===== config.mk =====
export PLATFORM = sky130hd
export DESIGN_NAME = vga_box_compositor
export DESIGN_NICKNAME = d
export VERILOG_FILES = /design/src/rtl/vga_box_compositor.sv
export SDC_FILE = /design/constraint.sdc
export NUM_CORES = 1
export LEC_CHECK = 0
export BUFFER_PORTS_ARGS = -buffer_cell sky130_fd_sc_hd__buf_2
export CAP_MARGIN = 15
export CORE_AREA = 2 2 248 250
export CTS_BUF_LIST = sky130_fd_sc_hd__clkbuf_8
export DETAILED_ROUTE_END_ITERATION = 6
export DIE_AREA = 0 0 250 252
export SYNTH_ARGS = -nofsm -noshare
export SYNTH_HDL_FRONTEND = slang
export SYNTH_HIERARCHICAL = 1
export SYNTH_SLANG_ARGS = --single-unit
export TNS_END_PERCENT = 50

===== constraint.sdc =====
create_clock -name clk_25mHz -period 11.8 [get_ports clk_25mHz]
set_clock_uncertainty 0.2 [all_clocks]
set_input_delay 0.59 -clock clk_25mHz [delete_from_list [all_inputs] [get_ports clk_25mHz]]
set_output_delay 0.59 -clock clk_25mHz [all_outputs]
set_load 0.01 [all_outputs]

===== src/rtl/vga_box_compositor.sv =====
// Multi-box sprite overlay with frame-synchronous double-buffered geometry and box0 overlap report.
// Optional VGA_BOX_BORDER_EN: draws an inverted-colour rim BORDER_W pixels thick on every box.

module vga_box_lane #(
  parameter int X_WIDTH    = 10,
  parameter int Y_WIDTH    = 9,
  parameter int HALF_WIDTH = 8,
  parameter int H_ACTIVE   = 640,
  parameter int V_ACTIVE   = 480,
  parameter int BORDER_W   = 2
) (
  input  logic                  clk,
  input  logic                  rst,
  input  logic                  en,
  input  logic [X_WIDTH-1:0]    cx,
  input  logic [Y_WIDTH-1:0]    cy,
  input  logic [HALF_WIDTH-1:0] half,
  input  logic [X_WIDTH-1:0]    x,
  input  logic [Y_WIDTH-1:0]    y,
  output logic                  hit,
  output logic                  border
);
  localparam logic [X_WIDTH:0] X_LIM = (X_WIDTH+1)'(H_ACTIVE);
  localparam logic [Y_WIDTH:0] Y_LIM = (Y_WIDTH+1)'(V_ACTIVE);

  logic [X_WIDTH:0]   hx, xs;
  logic [Y_WIDTH:0]   hy, ys;
  logic [X_WIDTH-1:0] left_d, left_q, right_d, right_q;
  logic [Y_WIDTH-1:0] top_d, top_q, bot_d, bot_q;
  logic               vis_d, vis_q;

  // One extra bit on every sum/compare so edges clamp instead of wrapping.
  always_comb begin
    hx      = (X_WIDTH+1)'(half);
    hy      = (Y_WIDTH+1)'(half);
    xs      = {1'b0, cx} + hx;
    ys      = {1'b0, cy} + hy;
    left_d  = ({1'b0, cx} < hx) ? '0 : X_WIDTH'({1'b0, cx} - hx);
    top_d   = ({1'b0, cy} < hy) ? '0 : Y_WIDTH'({1'b0, cy} - hy);
    right_d = (xs > X_LIM - 1'b1) ? X_WIDTH'(X_LIM - 1'b1) : X_WIDTH'(xs);
    bot_d   = (ys > Y_LIM - 1'b1) ? Y_WIDTH'(Y_LIM - 1'b1) : Y_WIDTH'(ys);
    vis_d   = en & ({1'b0, cx} < X_LIM) & ({1'b0, cy} < Y_LIM);
  end

  always_ff @(posedge clk or posedge rst) begin
    if (rst) begin
      left_q  <= '0;
      right_q <= '0;
      top_q   <= '0;
      bot_q   <= '0;
      vis_q   <= 1'b0;
    end else begin
      left_q  <= left_d;
      right_q <= right_d;
      top_q   <= top_d;
      bot_q   <= bot_d;
      vis_q   <= vis_d;
    end
  end

  assign hit = vis_q & (x >= left_q) & (x <= right_q) & (y >= top_q) & (y <= bot_q);

`ifdef VGA_BOX_BORDER_EN
  // Only meaningful while hit, so x-left and right-x never underflow where used.
  assign border = ((x - left_q) < X_WIDTH'(BORDER_W)) | ((right_q - x) < X_WIDTH'(BORDER_W)) |
                  ((y - top_q)  < Y_WIDTH'(BORDER_W)) | ((bot_q - y)   < Y_WIDTH'(BORDER_W));
`else
  assign border = 1'b0;
`endif
endmodule

module vga_box_compositor #(
  parameter int NUM_BOXES  = 4,
  parameter int X_WIDTH    = 10,
  parameter int Y_WIDTH    = 9,
  parameter int HALF_WIDTH = 8,
  parameter int COLOR_BITS = 12,
  parameter int H_ACTIVE   = 640,
  parameter int V_ACTIVE   = 480,
  parameter int BG_LATENCY = 2,
  parameter int BORDER_W   = 2
) (
  input  logic                             clk_25mHz,
  input  logic                             reset,
  input  logic                             active_in,
  input  logic                             screen_end,
  input  logic [X_WIDTH-1:0]               x_in,
  input  logic [Y_WIDTH-1:0]               y_in,
  input  logic [COLOR_BITS-1:0]            bg_color,
  input  logic                             bg_blank,
  input  logic [NUM_BOXES-1:0]             box_en,
  input  logic [NUM_BOXES*X_WIDTH-1:0]     box_cx,
  input  logic [NUM_BOXES*Y_WIDTH-1:0]     box_cy,
  input  logic [NUM_BOXES*HALF_WIDTH-1:0]  box_half,
  input  logic [NUM_BOXES*COLOR_BITS-1:0]  box_color,
  output logic [COLOR_BITS-1:0]            color_out,
  output logic                             active_out,
  output logic [NUM_BOXES-1:0]             hit_mask,
  output logic [NUM_BOXES-1:0]             overlap,
  output logic                             overlap_valid
);
  logic                                  se_q, se_rise;
  logic [NUM_BOXES-1:0]                  en_d, en_q;
  logic [NUM_BOXES-1:0][X_WIDTH-1:0]     cx_d, cx_q;
  logic [NUM_BOXES-1:0][Y_WIDTH-1:0]     cy_d, cy_q;
  logic [NUM_BOXES-1:0][HALF_WIDTH-1:0]  half_d, half_q;
  logic [NUM_BOXES-1:0][COLOR_BITS-1:0]  col_d, col_q;
  logic [BG_LATENCY-1:0][X_WIDTH-1:0]    x_pipe_d, x_pipe_q;
  logic [BG_LATENCY-1:0][Y_WIDTH-1:0]    y_pipe_d, y_pipe_q;
  logic [BG_LATENCY-1:0]                 act_pipe_d, act_pipe_q;
  logic [NUM_BOXES-1:0]                  hit, border;
  logic [COLOR_BITS-1:0]                 color_d, color_q;
  logic                                  active_d, active_q;
  logic [NUM_BOXES-1:0]                  hit_d, hit_q, term;
  logic [NUM_BOXES-1:0]                  acc_d, acc_q, overlap_d, overlap_q;
  logic                                  ovl_vld_d, ovl_vld_q;

  assign se_rise = screen_end & ~se_q;

  genvar g;
  generate
    for (g = 0; g < NUM_BOXES; g++) begin : g_lane
      vga_box_lane #(
        .X_WIDTH(X_WIDTH), .Y_WIDTH(Y_WIDTH), .HALF_WIDTH(HALF_WIDTH),
        .H_ACTIVE(H_ACTIVE), .V_ACTIVE(V_ACTIVE), .BORDER_W(BORDER_W)
      ) u_lane (
        .clk(clk_25mHz), .rst(reset), .en(en_q[g]), .cx(cx_q[g]), .cy(cy_q[g]),
        .half(half_q[g]), .x(x_pipe_q[BG_LATENCY-1]), .y(y_pipe_q[BG_LATENCY-1]),
        .hit(hit[g]), .border(border[g])
      );
    end
  endgenerate

  always_comb begin
    en_d   = en_q;
    cx_d   = cx_q;
    cy_d   = cy_q;
    half_d = half_q;
    col_d  = col_q;
    if (se_rise) begin
      en_d = box_en;
      for (int i = 0; i < NUM_BOXES; i++) begin
        cx_d[i]   = box_cx[i*X_WIDTH +: X_WIDTH];
        cy_d[i]   = box_cy[i*Y_WIDTH +: Y_WIDTH];
        half_d[i] = box_half[i*HALF_WIDTH +: HALF_WIDTH];
        col_d[i]  = box_color[i*COLOR_BITS +: COLOR_BITS];
      end
    end

    x_pipe_d[0]   = x_in;
    y_pipe_d[0]   = y_in;
    act_pipe_d[0] = active_in;
    for (int i = 1; i < BG_LATENCY; i++) begin
      x_pipe_d[i]   = x_pipe_q[i-1];
      y_pipe_d[i]   = y_pipe_q[i-1];
      act_pipe_d[i] = act_pipe_q[i-1];
    end

    // Walk from lowest priority up so box 0 overwrites last.
    color_d = bg_blank ? '0 : bg_color;
    for (int i = NUM_BOXES-1; i >= 0; i--)
      if (hit[i]) color_d = border[i] ? ~col_q[i] : col_q[i];
    if (!act_pipe_q[BG_LATENCY-1]) color_d = '0;
    active_d = act_pipe_q[BG_LATENCY-1];
    hit_d    = hit;

    term      = (hit_q[0] && active_q) ? hit_q : '0;
    term[0]   = 1'b0;
    acc_d     = se_rise ? '0 : (acc_q | term);
    overlap_d = se_rise ? (acc_q | term) : overlap_q;
    ovl_vld_d = se_rise;
  end

  always_ff @(posedge clk_25mHz or posedge reset) begin
    if (reset) begin
      se_q       <= 1'b0;
      en_q       <= '0;
      cx_q       <= '0;
      cy_q       <= '0;
      half_q     <= '0;
      col_q      <= '0;
      x_pipe_q   <= '0;
      y_pipe_q   <= '0;
      act_pipe_q <= '0;
      color_q    <= '0;
      active_q   <= 1'b0;
      hit_q      <= '0;
      acc_q      <= '0;
      overlap_q  <= '0;
      ovl_vld_q  <= 1'b0;
    end else begin
      se_q       <= screen_end;
      en_q       <= en_d;
      cx_q       <= cx_d;
      cy_q       <= cy_d;
      half_q     <= half_d;
      col_q      <= col_d;
      x_pipe_q   <= x_pipe_d;
      y_pipe_q   <= y_pipe_d;
      act_pipe_q <= act_pipe_d;
      color_q    <= color_d;
      active_q   <= active_d;
      hit_q      <= hit_d;
      acc_q      <= acc_d;
      overlap_q  <= overlap_d;
      ovl_vld_q  <= ovl_vld_d;
    end
  end

  assign color_out     = color_q;
  assign active_out    = active_q;
  assign hit_mask      = hit_q;
  assign overlap       = overlap_q;
  assign overlap_valid = ovl_vld_q;
endmodule

==> impl_metrics.tcl, run 1 <==
set metrics [dict create \
    cp_max_fo 12 \
    met1_usage_pct 27.0 \
    drt_wl_total_um 63000 \
    gr-max-usage-layer "met2" \
    fmax_mhz 257 \
    setup_slack_ns 7.91 \
    use_met2_pct 33.7 \
    drtAntennaViolNets 0 \
    yosysTopAreaCell "dfrtp_1" \
    htreeDepth 3 \
    fin_crit_ns 3.89 \
    drive_gt1_share_pct 21.6 \
    grt_max_degree 126 \
    antenna_found_initial 3 \
    async_flop_share_pct 100 \
    ys.flop_type "dfrtp_1" \
    peakVddDrop_uv 94.5 \
    n_fill_cell 5481 \
    crit_arrival_ns 4.21 \
    power_density_nw_per_um2 186 \
    ys_seq_area_share_pct 39.9 \
    dr_total_vias 17624 \
    fin_nets 3127 \
    clkTransAtPathRegs_ns 0.07 \
    rsz0062_at_grt "false" \
    wire_per_inst_um 18.1 \
    clk_path_buf_depth 3 \
    multi_input_area_um2 12900 \
    synth_commonest_cells "dfrtp_1, ha_1, inv_1" \
    setup_tns_ns 0 \
    p_leak_nw 14.0 \
    yosysUniqueCellTypes 72 \
    dieArea_um2 63000 \
    grt_overflow 0 \
    grt_usage_pct 20.3 \
    hpwlAfterDp_um 46300 \
    pre_cts_ws_ns 7.86 \
    cp-start-kind "flop" \
    routabilityCongestion 0.888 \
    clk_latency_ns 0.66 \
    timing.final.crit_share_pct 33.0 \
    area_growth_pct 21.2 \
    pin_count 218 \
    yosysMostFrequentCell "dfrtp_1" \
    path_class "reg -> reg" \
    synth-seq-cells 381 \
    grt_pass1_wl_um 100000 \
    viasPerCell 5.07 \
    ys_top_cells_by_area "dfrtp_1, ha_1, mux2_4, inv_1, mux2_2" \
    critPathCaptureType "flop" \
    drv_slew 0 \
    seq_area_um2 9530 \
    cts_root_buf "clkbuf_8" \
    max-cap-violations 0 \
    tritoncts "built" \
    coreArea_um2 60100 \
    drc 0 \
    hold_ws_ns 0.0761 \
    cts_buffers 71 \
    dr.pass1.iters 4 \
    synth_fp_nets 2730 \
    syn_area_um2 23900 \
    syn_avg_cell_area_um2 10.7 \
    hold_class "in -> reg" \
    worst_pin_slew_ns 1.06 \
    total_power_mw 5.40 \
    start_util_pct 39.7 \
    post_cts_buffers 0 \
    die_h_um 252 \
    grt.met3_usage_pct 3.71 \
    rows 90 \
    outcome "completed" \
    setup_viol 0 \
    required_ns 12.12 \
    io_buffer_count 216 \
    synth_cells 2238 \
    drtIter0Drc 962 \
    synth_edf_count 0 \
    maxSlewHeadroom_pct 28.2 \
    cts_sinks 381 \
    yosysWarnings 6 \
    synth_top_cell_area_share_pct 39.9 \
    finalHoldViolCount 0 \
    die_w_um 250 \
    grt_pass1_vias 18741 \
]
-- layout make-up --
cell class	count	share of cell area, %
antenna	2	0.0173
clock buffer	90	4.28
clock inverter	37	1.12
inverter	259	3.38
multi-input combinational	1513	44.6
sequential	381	32.9
tap	782	3.38
timing repair buffer	409	10.3
-- worst paths after layout --
kind	startpoint	slack, ns	cells past startpoint	endpoint
setup / recovery	x_pipe_q[17]	7.91	10	color_out[11]
hold / removal	box_cy[28]	0.08	2	cy_q[28]
setup reg to reg	x_pipe_q[17]	7.91	10	color_out[11]
hold reg to reg	x_pipe_d[17]	0.16	0	x_pipe_q[17]
max in group asynchronous	reset	8.80	5	col_q[11]
min in group asynchronous	reset	0.53	4	g_lane[0].u_lane/bot_q[1]
-- repair_timing --
item                      4_1_cts  5_1_grt
hold buffers                  181        0
resized for setup               0        0
hold endpoints to repair      336        0
-- registers in the layout, summed over array words and instances, names as in the netlist, 10 cells and up --
| signal | count |
|---|---|
| x_pipe_d | 10 |
| g_lane.u_lane/right_q | 40 |
| x_pipe_q | 10 |
| color_out | 12 |
| half_q | 32 |
| g_lane.u_lane/left_q | 40 |
| g_lane.u_lane/top_q | 36 |
| cx_q | 40 |
| col_q | 48 |
| cy_q | 36 |
| g_lane.u_lane/bot_q | 36 |
-- cell families after synthesis --
logic type | synth area share, %
DFF | 39.9
buffers and inverters | 6.27
other | 0.0786
AOI/OAI and AO/OA | 13.8
muxes | 9.52
and+or+nand+nor | 9.83
xor gates and xnor gates | 4.55
adders and majority gates | 16.0
-- report_power, final --
group          switching, mW  internal, mW  total, mW
Sequential             0.211          1.64       1.85
Clock                  0.585         0.817       1.40
Combinational           1.19         0.954       2.14
-- cells in the final DEF, fill, tap and decap left out, types with 84 or more instances in the layout --
master,instances
dfrtp_1,381
ha_1,280
inv_1,270
buf_2,216
dlygate4sd3_1,181
nor2_1,113
o21ai_0,111
a21oi_1,110
mux2_4,90
clkbuf_8,90
xnor2_1,84
-- routing by layer --
layer  wire [um]  share of wire (%)
met5           0                  0
met4        1540                2.4
met3        2670                4.2
met2       29400                 47
met1       29400                 47
-- worst max-delay path, cell delays in order, from the launching register on --
cell and delay, ns:
dfrtp_1 0.59, ha_1 0.32, a211oi_1 0.24, nor2_1 0.08, a211oi_1 0.21, o221a_2 0.21, o31ai_1 0.06, nor4_1 0.67
nor2b_1 0.79, a22oi_1 0.17, and3_1 0.23
-- through the flow --
stage          area [um2]  cells  utilization [%]
2_1_floorplan       23900   2238                -
3_3_place_gp        25600   3162             42.5
3_5_place_dp        25600   3162             42.5
4_1_cts             28900   3470             48.1
5_1_grt             28900   3473             48.1
6_report            28900   3473             48.1
Note: power is estimated with default switching activity, not from simulation.
==> run 2, diff against run 1 <==
clock period = 3.5 ns   (was 11.8 ns; I/O delays follow)
==> run 2 against run 1 <==
Die area unchanged. Cell count increased by 1.2%. Register-to-register slack got worse by 7.8 ns. Via count increased by 0.57%. Worst hold slack got worse by 0.026 ns. Largest power group unchanged. Clock power increased to 3.6 times the previous value.
==> impl_metrics.tcl, run 2 (synthesized netlist as in run 1, its figures left out) <==
set metrics [dict create \
    antenna_found_initial 1 \
    area_growth_pct 23.9 \
    peakVddDrop_uv 335 \
    drtIter0Drc 1032 \
    fmax_mhz 299 \
    htreeDepth 3 \
    grt_overflow 0 \
    p_switching_mw 6.74 \
    tritoncts "built" \
    critPathCaptureType "flop" \
    pin_count 218 \
    finalHoldViolCount 0 \
    cts_root_buf "clkbuf_8" \
    n_fill_cell 5488 \
    clk_path_buf_depth 3 \
    cts_sinks 381 \
    antenna_cells_inserted 0 \
    total_power_mw 18.6 \
    largest_register "col_q" \
    p_leak_nw 14.2 \
    hpwlAfterDp_um 47000 \
    die_w_um 250 \
    drive_gt1_share_pct 22.2 \
    rr_startpoint "x_pipe_q[15]" \
    viasPerCell 5.04 \
    dr.pass1.iters 5 \
    dr_total_vias 17725 \
    drc 0 \
    timing.final.crit_share_pct 95.6 \
    p_clk_share_pct 27.1 \
    drtAntennaViolNets 0 \
    worstSetupStartpoint "x_pipe_q[15]" \
    rows 90 \
    start_util_pct 39.7 \
    hold_ws_ns 0.0503 \
    fin_crit_ns 3.35 \
    worst_pin_slew_ns 0.895 \
    power_density_nw_per_um2 630 \
    seqPwrFrac_pct 33.6 \
    holdPathStages 2 \
    switching_share_pct 36.2 \
    routabilityCongestion 0.895 \
    cts_buffers 72 \
    post_dp_cell_area_um2 25700 \
    layout_commonest_cell "dfrtp_1" \
    grt_pass1_wl_um 102000 \
    cp_max_fo 12 \
    design_area_um2 29600 \
    clkTransAtPathRegs_ns 0.06 \
    hold_start "x_in[5]" \
    final_cell_mix "dfrtp_1, ha_1, inv_1, buf_2, dlygate4sd3_1" \
    max-cap-violations 0 \
    maxSlewHeadroom_pct 39.6 \
    grt_pass1_vias 18891 \
    outcome "completed" \
    die_h_um 252 \
    p_int_mw 11.9 \
    cp-start-kind "flop" \
    hold_class "in -> reg" \
    dieArea_um2 63000 \
    grt_usage_pct 20.4 \
    comb_power_share_pct 39.3 \
    clk_latency_ns 0.66 \
    largest_reg_flops 48 \
    required_ns 3.83 \
    path_class "reg -> reg" \
    crit_arrival_ns 3.67 \
    fin_nets 3174 \
    drt_wl_total_um 63300 \
    drv_slew 0 \
    io_buffer_count 216 \
    wire_per_inst_um 18.0 \
    coreArea_um2 60100 \
    grt_max_degree 83 \
    rr_worst_depth 11 \
    setup_viol 0 \
]
[run 2: cell count changes in the layout (fill, tap and decap cells not counted), sizes merged]
| cell | before | now |
|---|---|---|
| clkbuf | 90 | 92 |
| inv | 275 | 271 |
| clkinv | 12 | 7 |
| clkinvlp | 3 | 4 |
| buf | 228 | 242 |
| bufinv | 6 | 10 |
| diode | 2 | 0 |
| dlygate4sd3 | 181 | 212 |
[run 2: worst max-delay path, stage by stage (launching register included)]
cell and delay (ns):
dfrtp_2 0.50, ha_1 0.34, a211o_1 0.30, a21oi_1 0.11, o21bai_1 0.09, a2111oi_1 0.51
nor4_2 0.13, buf_4 0.16, or2_1 0.39, a21oi_1 0.20, o21ai_0 0.09, and3_1 0.18
[run 2: worst paths after layout]
path                                               end  slack (ns)
max                                       color_out[8]        0.15
min                                       x_pipe_d[15]        0.05
max reg2reg                               color_out[8]        0.15
min reg2reg                               x_pipe_q[19]        0.15
max in group asynchronous                   half_q[30]        1.54
min in group asynchronous  g_lane[2].u_lane/right_q[5]        0.50
[run 2: layer usage]
metal / share of wire [%] / wire length, um / GRT usage, % / vias to the layer above
li1: - / - / - / 8639
met1: 47 / 29700 / 27.3 / 8654
met2: 47 / 30000 / 34.4 / 350
met3: 3.6 / 2300 / 3.13 / 82
met4: 2.0 / 1240 / 5.56 / 0
met5: 0 / 0 / 0 / -
[run 2: timing repair]
item                                   in CTS  in global routing
setup buffers                               0                  2
pin swaps                                   1                  1
gates cloned                                0                  1
setup endpoints to repair                  10                 12
resized for setup                           2                 12
endpoints found under the hold margin     348                  7
hold buffers                              211                  1
[run 2: layout make-up]
cell class	instances	area [um2]	share of cell area, %
sequential	381	9540	32.2
clock buffer	91	1250	4.23
timing repair buffer	455	3510	11.8
multi-input combinational	1513	12900	43.7
tap	782	978	3.31
clock inverter	33	407	1.37
inverter	259	976	3.30
[run 2: power by group through the flow]
stage / Combinational [mW] / Clock (mW) / Sequential [mW]
6_report: 7.32 / 5.06 / 6.27
5_1_grt: 8.25 / 5.41 / 6.39
4_1_cts: 7.27 / 5.20 / 6.28
3_5_place_dp: 7.03 / 0 / 6.35
3_3_place_gp: 6.87 / 0 / 6.33
2_1_floorplan: 5.33 / 0 / 6.01
[run 2: through the flow]
| stage | util, % | worst slack, ns | instances | TNS, ns |
|---|---|---|---|---|
| 2_1_floorplan | - | 0.187 | 2238 | 0 |
| 3_3_place_gp | 42.8 | 0.0317 | 3174 | 0 |
| 3_5_place_dp | 42.8 | -0.0714 | 3174 | -0.0714 |
| 4_1_cts | 49.0 | 0.0380 | 3509 | 0 |
| 5_1_grt | 49.2 | -0.0289 | 3514 | -0.135 |
| 6_report | 49.2 | 0.155 | 3514 | 0 |
==> run 3, diff against run 2 <==
ABC_AREA = 1   (was default)
CORE_AREA = 2 2 253 255   (was 2 2 248 250)
DIE_AREA = 0 0 255 257   (was 0 0 250 252)
TNS_END_PERCENT = default   (was 50)
==> run 3 against run 2 <==
Sequential power decreased by 4.1%. Die area increased by 4.0%. Cell area increased by 3.0%.
==> impl_metrics.tcl, run 3 <==
set metrics [dict create \
    rows 92 \
    cts_root_buf "clkbuf_8" \
    synth-seq-cells 381 \
    timing.final.crit_share_pct 86.5 \
    drv_slew 0 \
    yosysUniqueCellTypes 45 \
    synth_top_cell_area_share_pct 38.3 \
    post_cts_resized 0 \
    fin_crit_ns 3.03 \
    worst_pin_slew_ns 0.723 \
    hold_class "in -> async" \
    p_leak_nw 16.5 \
    drive_gt1_share_pct 12.5 \
    peakVddDrop_uv 352 \
    largest_reg_flops 48 \
    grt_max_degree 127 \
    p_clk_share_pct 26.6 \
    layout_commonest_cell "nand2_1" \
    worstSetupStartpoint "y_pipe_q[11]" \
    start_util_pct 39.7 \
    synth_fp_nets 3706 \
    yosysTopAreaCell "dfrtp_1" \
    cp-start-kind "flop" \
    slowest_stage "dfrtp_1" \
    maxSlewHeadroom_pct 51.8 \
    setup_tns_ns 0 \
    antenna_found_initial 4 \
    max-cap-violations 0 \
    dr.pass1.iters 6 \
    rr_startpoint "y_pipe_q[11]" \
    hpwlAfterDp_um 52600 \
    grt_usage_pct 22.2 \
    synth_commonest_cells "nand2_1, inv_1, dfrtp_1" \
    switching_share_pct 39.1 \
    ys_seq_area_share_pct 38.3 \
    synth_cells 3214 \
    grt_pass1_vias 22344 \
    syn_avg_cell_area_um2 7.75 \
    async_flop_share_pct 100 \
    routabilityCongestion 0.927 \
    yosysMostFrequentCell "nand2_1" \
    power_density_nw_per_um2 558 \
    fin_nets 4145 \
    p_int_mw 10.4 \
    clk_path_buf_depth 3 \
    grt_overflow 0 \
    drt_wl_total_um 71400 \
    outcome "completed" \
    dr_total_vias 21917 \
    final_cell_mix "nand2_1, inv_1, dfrtp_1, ha_1, dlygate4sd3_1" \
    post_dp_cell_area_um2 26600 \
    ctsHoldBuffers 234 \
    post_cts_buffers 0 \
    clk_latency_ns 0.66 \
    tritoncts "built" \
    coreArea_um2 62700 \
    htreeDepth 3 \
    seqPwrFrac_pct 35.3 \
    synth_edf_count 0 \
    grt_pass1_wl_um 115000 \
    drtIter0Drc 1284 \
    rr_worst_depth 14 \
    io_buffer_count 216 \
    slowest_delay_ns 0.74 \
    crit_path_frequent_cell "nand2_1" \
    cts_buffers 70 \
    ys.flop_type "dfrtp_1" \
    crit_chain "ha_1, a21oi_1, o21ai_0, nand2_1, o211ai_1, nand2_1, nand2_1, nor2_1, inv_1, a21oi_1, nand2_1, nand2_1, nand2_1, a21oi_1" \
    finalHoldViolCount 0 \
    die_h_um 257 \
    ys_top_cells_by_area "dfrtp_1, nand2_1, ha_1, inv_1, nand3_1" \
    path_class "reg -> reg" \
    drc 0 \
    rsz0062_at_grt "false" \
    largest_register "col_q" \
    drtAntennaViolNets 0 \
    yosysWarnings 6 \
    syn_area_um2 24900 \
    die_w_um 255 \
    critPathCaptureType "flop" \
    p_switching_mw 6.66 \
    fmax_mhz 330 \
    setup_viol 0 \
    area_growth_pct 22.4 \
    cp_max_fo 12 \
    dieArea_um2 65500 \
    design_area_um2 30500 \
    comb_power_share_pct 38.1 \
    viasPerCell 4.81 \
    clkTransAtPathRegs_ns 0.06 \
    crit_arrival_ns 3.41 \
    wire_per_inst_um 15.7 \
    pin_count 218 \
    cts_sinks 381 \
    required_ns 3.88 \
]
## run 3: cell types whose count changed after synthesis, moves of 74 or more
cell,delta
inv_1,+175
mux2_2,-74
mux2_4,-90
nand2_1,+937
nand3_1,+185
xnor2_1,-80
## run 3: path summary, 6_finish.rpt
path                                               end  slack [ns]
max                                       color_out[6]        0.47
min                        g_lane[3].u_lane/right_q[4]        0.03
max reg2reg                               color_out[6]        0.47
min reg2reg                              act_pipe_q[1]        0.15
max in group asynchronous                     cy_q[32]        1.56
min in group clk_25mHz                         cx_q[4]        0.05
## run 3: layout make-up
type	count	area, um2
Antenna cell	3	7.51
Inverter	468	1760
Sequential cell	381	9530
Fill cell	6120	32200
Clock inverter	39	282
Clock buffer	88	1210
Multi-Input combinational cell	2266	13000
Tap cell	846	1060
Timing Repair Buffer	466	3610
## run 3: critical path, delay by kind of cell, from the launching register on
kind / cells / cell delay [ns]
compound gates: 5 / 0.64
fa+ha+maj: 1 / 0.36
buf+inv: 1 / 0.28
flops: 1 / 0.74
simple gates: 7 / 0.74
## run 3: stage by stage
stage	power, mW	setup WS (ns)	utilization [%]	hold WS (ns)	std cells
2_1_floorplan	10.6	0.187	-	0.00643	3214
3_3_place_gp	12.3	0.581	42.5	0.0342	4192
3_5_place_dp	12.4	0.499	42.5	0.0283	4192
4_1_cts	17.2	0.510	48.6	0.000437	4553
5_1_grt	18.5	0.224	48.6	0.0153	4557
6_report	17.0	0.472	48.6	0.0313	4557
## run 3: power by group through the flow
stage	Clock, mW	Sequential [mW]	Combinational [mW]
2_1_floorplan	0	5.85	4.74
3_3_place_gp	0	6.08	6.24
3_5_place_dp	0	6.09	6.26
4_1_cts	4.69	6.03	6.49
5_1_grt	4.87	6.13	7.45
6_report	4.53	6.01	6.49
## run 3: logic make-up (layout without fill, tap and decap cells)
logic type / count (synthesis) / count (layout) / share of synthesized area, %
compound gates: 366 / 366 / 8.33
buf+inv: 567 / 1061 / 9.42
xor+xnor: 64 / 64 / 2.25
simple gates: 1535 / 1535 / 26.3
other cells: 5 / 8 / 0.0754
flops: 381 / 381 / 38.3
fa+ha+maj: 296 / 296 / 15.3
## run 3: metal layers
metal	GRT usage [%]	routed length, um
met4	7.50	2300
met5	0	0
met1	28.9	32200
met3	3.82	3610
met2	37.0	33300
